File: config.mk
export PLATFORM = sky130hd
export DESIGN_NAME = instr_fetch
export DESIGN_NICKNAME = d
export VERILOG_FILES = /design/src/rtl/fetch_pkg.sv /design/src/rtl/fetch_fifo.sv /design/src/rtl/instr_fetch.sv
export SDC_FILE = /design/constraint.sdc
export NUM_CORES = 1
export LEC_CHECK = 0
export ABC_AREA = 1
export CAP_MARGIN = 20
export CORE_MARGIN = 2
export CORE_UTILIZATION = 44
export DETAILED_ROUTE_END_ITERATION = 6
export GPL_TIMING_DRIVEN = 0
export PLACE_DENSITY_LB_ADDON = 0.3
export SYNTH_ARGS = -nofsm -noshare
export SYNTH_HDL_FRONTEND = slang
export SYNTH_HIERARCHICAL = 1
export SYNTH_SLANG_ARGS = --single-unit
File: constraint.sdc
create_clock -name clk -period 9 [get_ports clk]
set_input_delay 1.8 -clock clk [delete_from_list [all_inputs] [get_ports clk]]
set_output_delay 1.8 -clock clk [all_outputs]
set_load 0.05 [all_outputs]
File: src/rtl/fetch_pkg.sv
// Shared widths, reset PC default and the fetch queue entry layout for the
// instruction fetch stage.
package fetch_pkg;
  localparam int DEF_ADDR_W = 8;
  localparam int DEF_DATA_W = 16;
  localparam logic [DEF_ADDR_W-1:0] DEF_RESET_PC = 8'h00;

  typedef struct packed {
    logic [DEF_DATA_W-1:0] data;
    logic [DEF_ADDR_W-1:0] pc;
  } fetch_entry_t;
endpackage

File: src/rtl/fetch_fifo.sv
// Two-entry queue of fetched words toward decode. Flush beats push, and a pop
// of the head is honoured in the same cycle as a push.
module fetch_fifo
  import fetch_pkg::*;
(
  input  logic         clk,
  input  logic         rst_n,
  input  logic         push,
  input  fetch_entry_t push_data,
  input  logic         pop,
  input  logic         flush,
  output fetch_entry_t head,
  output logic         valid,
  output logic [1:0]   count
);
  fetch_entry_t mem [2];
  logic         rd_ptr;
  logic         wr_ptr;
  logic         do_pop;
  logic         do_push;

  assign valid   = (count != 2'd0);
  assign head    = mem[rd_ptr];
  assign do_pop  = pop & valid;
  assign do_push = push & ~flush;

  always_ff @(posedge clk) begin
    if (!rst_n) begin
      rd_ptr <= 1'b0;
      wr_ptr <= 1'b0;
      count  <= 2'd0;
    end else if (flush) begin
      rd_ptr <= 1'b0;
      wr_ptr <= 1'b0;
      count  <= 2'd0;
    end else begin
      // The upstream issue rule keeps the queue from ever overflowing.
      assert (!(do_push && !do_pop && count == 2'd2));
      if (do_push) wr_ptr <= ~wr_ptr;
      if (do_pop)  rd_ptr <= ~rd_ptr;
      count <= count + {1'b0, do_push} - {1'b0, do_pop};
    end
  end

  always_ff @(posedge clk) begin
    if (rst_n && do_push) mem[wr_ptr] <= push_data;
  end
endmodule

File: src/rtl/instr_fetch.sv
// Fetch stage: owns the single RAM port, gives execute's data accesses
// priority over PC fetches, and queues fetched words toward decode.
module instr_fetch
  import fetch_pkg::*;
#(
  parameter int ADDR_W = DEF_ADDR_W,
  parameter int DATA_W = DEF_DATA_W,
  parameter logic [ADDR_W-1:0] RESET_PC = DEF_RESET_PC
) (
  input  logic              clk,
  input  logic              rst_n,
  input  logic              run,
  input  logic              redirect,
  input  logic [ADDR_W-1:0] redirect_pc,
  output logic              ir_valid,
  output logic [DATA_W-1:0] ir_data,
  output logic [ADDR_W-1:0] ir_pc,
  input  logic              ir_ready,
  input  logic              d_req,
  input  logic              d_we,
  input  logic [ADDR_W-1:0] d_addr,
  input  logic [DATA_W-1:0] d_wdata,
  output logic [DATA_W-1:0] d_rdata,
  output logic              d_rvalid,
  output logic              ram_we,
  output logic [ADDR_W-1:0] ram_addr,
  output logic [DATA_W-1:0] ram_din,
  input  logic [DATA_W-1:0] ram_dout
);
  // Decode handshake: a word moves when ir_valid && ir_ready at a rising edge;
  // ir_valid never depends on ir_ready.
  logic [ADDR_W-1:0] pc;
  logic [ADDR_W-1:0] pending_pc;
  logic              pending;
  logic              pop;
  logic              push;
  logic              issue;
  logic [1:0]        count;
  logic [2:0]        budget;
  fetch_entry_t      push_entry;
  fetch_entry_t      head;

  assign pop    = ir_valid & ir_ready;
  // Slots already committed: queued words plus the read in flight, minus
  // the word decode takes this cycle.
  assign budget = {1'b0, count} + {2'b00, pending} - {2'b00, pop};
  assign issue  = run & ~redirect & ~d_req & (budget < 3'd2);
  assign push   = pending & ~redirect;

  assign push_entry = '{data: ram_dout, pc: pending_pc};

  fetch_fifo u_fifo (
    .clk       (clk),
    .rst_n     (rst_n),
    .push      (push),
    .push_data (push_entry),
    .pop       (pop),
    .flush     (redirect),
    .head      (head),
    .valid     (ir_valid),
    .count     (count)
  );

  assign ir_data = head.data;
  assign ir_pc   = head.pc;
  assign d_rdata = ram_dout;

  always_comb begin
    ram_addr = pc;
    ram_we   = 1'b0;
    ram_din  = d_wdata;
    if (d_req) begin
      ram_addr = d_addr;
      ram_we   = d_we & rst_n;
    end
  end

  always_ff @(posedge clk) begin
    if (!rst_n) begin
      pc         <= RESET_PC;
      pending    <= 1'b0;
      pending_pc <= RESET_PC;
      d_rvalid   <= 1'b0;
    end else begin
      d_rvalid <= d_req & ~d_we;
      if (redirect) begin
        pc      <= redirect_pc;
        pending <= 1'b0;
      end else if (issue) begin
        pc         <= pc + 1'b1;
        pending    <= 1'b1;
        pending_pc <= pc;
      end else begin
        pending <= 1'b0;
      end
    end
  end
endmodule

Word level (Yosys, flattened, before mapping)
Memory sizes are Yosys's and may differ from the RTL's. A register that Yosys moved wholly into a read port is not among the register bits.
Cells that the tools add are included.

storage, ports and cells
  output and inout bits = 67
  latch bits = 0
  word-level logic and storage cells = 43
  memories kept = 1
  bits of input ports = 55
  ROM bits = 0
  register bits after elaboration = 22
  memory bits (writable) = 48

memories
  memory      words  width  rd ports  clocked after Yosys merged registers in  write ports  RTL line          source
  u_fifo.mem  2      24     1         1                                        1            fetch_fifo.sv:16  fetch_entry_t mem [2];

cells by class
  bitwise operators = 15
  reductions and logical operators = 5
  shift operators = 0
  multiplexer cells = 9
  $mul = 0
  divide/modulo/power cells = 0
  eq/ne operators = 0
  order comparisons = 1
  add/sub/neg operators = 5

operators with widths
  kind                                                 number
  two-way mux 8 bit                                    3
  AND 1 bit                                            9
  adder 8 x 1 -> 8 bit (second input constant)         1
  two-way mux 1 bit                                    6
  inverter 1 bit                                       6
  nonzero test 2 bit                                   2
  adder 2 x 1 -> 3 bit                                 1
  < comparator 3 x 2 -> 1 bit (second input constant)  1
  subtractor 3 x 1 -> 3 bit                            1
  adder 2 x 1 -> 2 bit                                 1
  AND reduction 2 bit                                  1
  OR reduction 2 bit                                   1
  subtractor 2 x 1 -> 2 bit                            1
  logical AND 1 bit                                    1

Depth between registers and ports, before layout
  depth in word-level cells = 7
  mapped depth = 16
  depth with buffers taken out = 15

Cells and area by module
The synthesis kept the hierarchy.

by module, submodules not included
  module       times used  sequential area each (µm²)  cells each  area an instance (µm²)
  fetch_fifo   1           1541.5                      115         2094.5
  instr_fetch  1           360.3                       199         1313.8

Least setup slack after synthesis
No wires, ideal clock.

  path kind = in2out
  from = input port d_req
  to = output port ram_addr[0]
  stages = 2
  arrival time = 3.097 ns
  setup slack = 4.103 ns
  cells stage by stage = clkbuf_1 > o21ai_0

between the ends
  cells in the longest elaborated chain, start to end = 1

RTL lines
  what               RTL line           source
  from (decl)        instr_fetch.sv:19  input logic d_req,
  two-way mux 8 bit  instr_fetch.sv:72  if (d_req) begin
  to (decl)          instr_fetch.sv:26  output logic [ADDR_W-1:0] ram_addr,

No other way between the ends.

Worst setup path in the final report
  from = input port d_req
  to = output port ram_addr[7]

The elaborated chain is that of the path after synthesis.

==> metrics.txt <==
Inst Count DP=524; area grow syn2layout=41.4%; Max rail drop VDD=0.0000792 V; Max-slew headroom=0.640; port bufs=105; initial antenna violation count=0; CP dominant cell by count=clkdlybuf4s50_1; launch point of the worst reg-to-reg path=u_fifo/count[1]; main combinational cell family by area after synthesis=simple AND/OR/NAND/NOR gates; CTS Buf Count=9; Lkg Pwr=1.95 nW; CP arrival=3860 ps; pin count of the biggest net entering global routing=20; syn nets=374; number of global-route vias before repair=2369; ys async rst share=0; mux contribution to synthesized area=0.101; GRT Util Overall=0.162; critical path cell sequence=clkdlybuf4s50_1, clkbuf_1, nand2_1, o21ai_0, clkdlybuf4s50_1; area of the mapped netlist=3410 sq um; critical path launch point type=input port; TritonRoute pass-1 iters=5; Top Ports=122; Post-DRT Antenna Nets=0; Hold/Removal Path Class=reg2reg; GP Congestion=0.822; Remaining Overflow, GRT=0; Detailed Place HPWL=4.96 mm; final WL=6.56 mm; initial core utilization=0.448; cell family with most CP delay=buffers and inverters; Vias=2467; die width=92.0 um; DR WL/cell=12.1 um; r2r worst-path depth=14; fraction of layout cells with a size suffix above 1=0.210; clk root buf=clkbuf_8; Finish-stage setup viols=0; crit path from=d_req; total clock sinks=71; Mean Syn Cell Area=10.9 sq um; crit-path max cell delay=840 ps; CP Class=in2out; Tmin final=5660 ps; CTS max path bufs=2; number of synthesized flops with an enable pin=48; status=finished, final reports clean; Critical-path top delay cell=clkdlybuf4s50_1; count of unique library cells instantiated by Yosys=27; Layout Cells excl Fill=540; max_cap viols=0; area leader, netlist=edfxtp_1; Tcrit/Tclk final=0.629; synthesized instance count=314; Buf+Inv Stages, Crit Path=3; Final Hold Viols=0; final clock skew=8.04 ps; DRC errors left=0; Worst path depth=5; post-CTS repair timing setup buffer count=0; r2r endpoint=pending_pc[4]; Main synth FF type=edfxtp_1; Vias per Instance=4.57; hold_buf cts=0; setup tns final=0 ps; Critical Path Fanout Max=10; post-synthesis xor/xnor area fraction=0.00514; reg-to-reg slack, setup=6310 ps; sequential share of the synthesized area=0.558; htree depth=3; CP endpoint=ram_addr[7]; CP required=7200 ps; n_diodes=0; Cell Rows=32; simple-gate share of the synthesized area=0.147; fmax=177 MHz; Worst Max-Slew Pin Slew=539 ps; adder-cell area share of the yosys netlist=0.0206; #FFs+latches synth=71; share of the synthesized area in the top cell type=0.423; Final Max Slew Viols=0; Skew-Pair Late Insertion Delay=340 ps; nets=493; Initial DRC Count=68; Synth area leaders=edfxtp_1 (42%), dfxtp_1 (14%), mux2_4 (8.8%); CTS tree=yes; die height=92.0 um; die area=8470 sq um; CP endpoint kind=output port; first-pass GRT wire length=10.6 mm; post_cts resized=0; post-synthesis compound-gate area fraction=0.0352; Core Footprint=7610 sq um; yosys warns=6; unrepaired setup endpoints after global routing=no; CTS clk-pin slew, worst paths=70 ps; Power per Cell Area=147 nW/um^2
[synth_stat cells, types with 2 or more instances]
cell / number
ha_1: 4
buf_4: 32
mux2_4: 20
o21ai_1: 3
buf_2: 3
nand4_1: 3
nor3_1: 2
mux2_2: 4
buf_12: 2
nor2_4: 2
inv_1: 27
nand2_1: 71
xor2_1: 2
edfxtp_1: 48
dfxtp_1: 23
nor2_1: 18
a21oi_1: 10
inv_2: 2
buf_6: 4
o21ai_0: 11
nand3_1: 17
[report_power, final]
| group | internal (mW) | leakage (nW) | switching, mW | total [mW] |
|---|---|---|---|---|
| Sequential | 0.352 | 0.630 | 0.00368 | 0.356 |
| Combinational | 0.0496 | 1.22 | 0.0660 | 0.116 |
| Clock | 0.125 | 0.0941 | 0.114 | 0.239 |
| Total | 0.527 | 1.95 | 0.184 | 0.711 |
[cells by family (layout without fill, tap and decap cells)]
| group | count (synthesis) | in the layout |
|---|---|---|
| simple gates | 117 | 117 |
| fa+ha+maj | 5 | 5 |
| xor+xnor | 2 | 2 |
| flops | 71 | 71 |
| compound gates | 24 | 24 |
| buf+inv | 71 | 195 |
| mux | 24 | 24 |
[worst min-delay path by stage]
| stage | startpoint | end | slack (ps) | cells past startpoint |
|---|---|---|---|---|
| after detailed placement | pending_pc[3] | u_fifo/mem[1][3] | 440 | 0 |
| after global placement | pending_pc[3] | u_fifo/mem[0][3] | 430 | 0 |
| after global routing | pending_pc[3] | u_fifo/mem[0][3] | 480 | 0 |
| final | pending_pc[2] | u_fifo/mem[1][2] | 450 | 0 |
| after CTS | pending_pc[3] | u_fifo/mem[0][3] | 460 | 0 |
| after floorplan | pending_pc[3] | u_fifo/mem[0][3] | 420 | 0 |
[area by class of cell]
cell class / count / area, sq um
plain buffers: 42 / 344
clock buffers: 9 / 124
flip-flops and latches: 71 / 1900
fillers: 639 / 2790
well taps: 102 / 128
inverters: 29 / 109
repair buffers: 108 / 1090
clock inverters: 7 / 63.8
multi-input cells: 172 / 1060
[worst reg2reg max path: stages (launching register included)]
cell and delay (ps):
dfxtp_1 460, inv_1 90, nand2_1 120, nand2_1 70, inv_1 90, ha_1 230, or2_2 300, fa_1 490
nand2_1 100, inv_1 70, nand2_1 70, nor2_4 180, buf_6 160, o21ai_1 60, a21oi_1 130
[state kept, by name, summed over array words and instances, names as in the netlist, named ones only]
name           cells
pending            1
u_fifo/mem        48
d_rvalid           1
u_fifo/wr_ptr      1
u_fifo/rd_ptr      1
u_fifo/count       2
pc                 8
pending_pc         8
[metal layers]
metal,share of wire,track usage
met1,0.42,0.190
met4,0.023,0.101
met3,0.066,0.0337
met2,0.49,0.271
met5,0,0
[placed cells by master, fill, tap and decap left out, types with 4 or more instances in the layout]
cell,netlist,layout
clkdlybuf4s50_1,0,105
nand2_1,71,71
edfxtp_1,48,48
buf_4,32,32
inv_1,27,27
dfxtp_1,23,23
mux2_4,20,20
nor2_1,18,17
nand3_1,17,17
o21ai_0,11,11
a21oi_1,10,10
clkbuf_8,0,9
buf_6,4,6
ha_1,4,4
mux2_2,4,4
[stage by stage]
| step | setup slack, ps | total power [mW] | hold WS (ps) | util | area, sq um |
|---|---|---|---|---|---|
| after floorplan | 4100 | 0.433 | 420 | - | 3410 |
| after global placement | 3330 | 0.477 | 434 | 0.603 | 4590 |
| after detailed placement | 3330 | 0.479 | 441 | 0.609 | 4630 |
| after CTS | 3330 | 0.719 | 461 | 0.634 | 4820 |
| after global routing | 3170 | 0.740 | 476 | 0.634 | 4820 |
| final | 3340 | 0.711 | 454 | 0.634 | 4820 |
No activity file was read; power rests on OpenSTA's default activity.
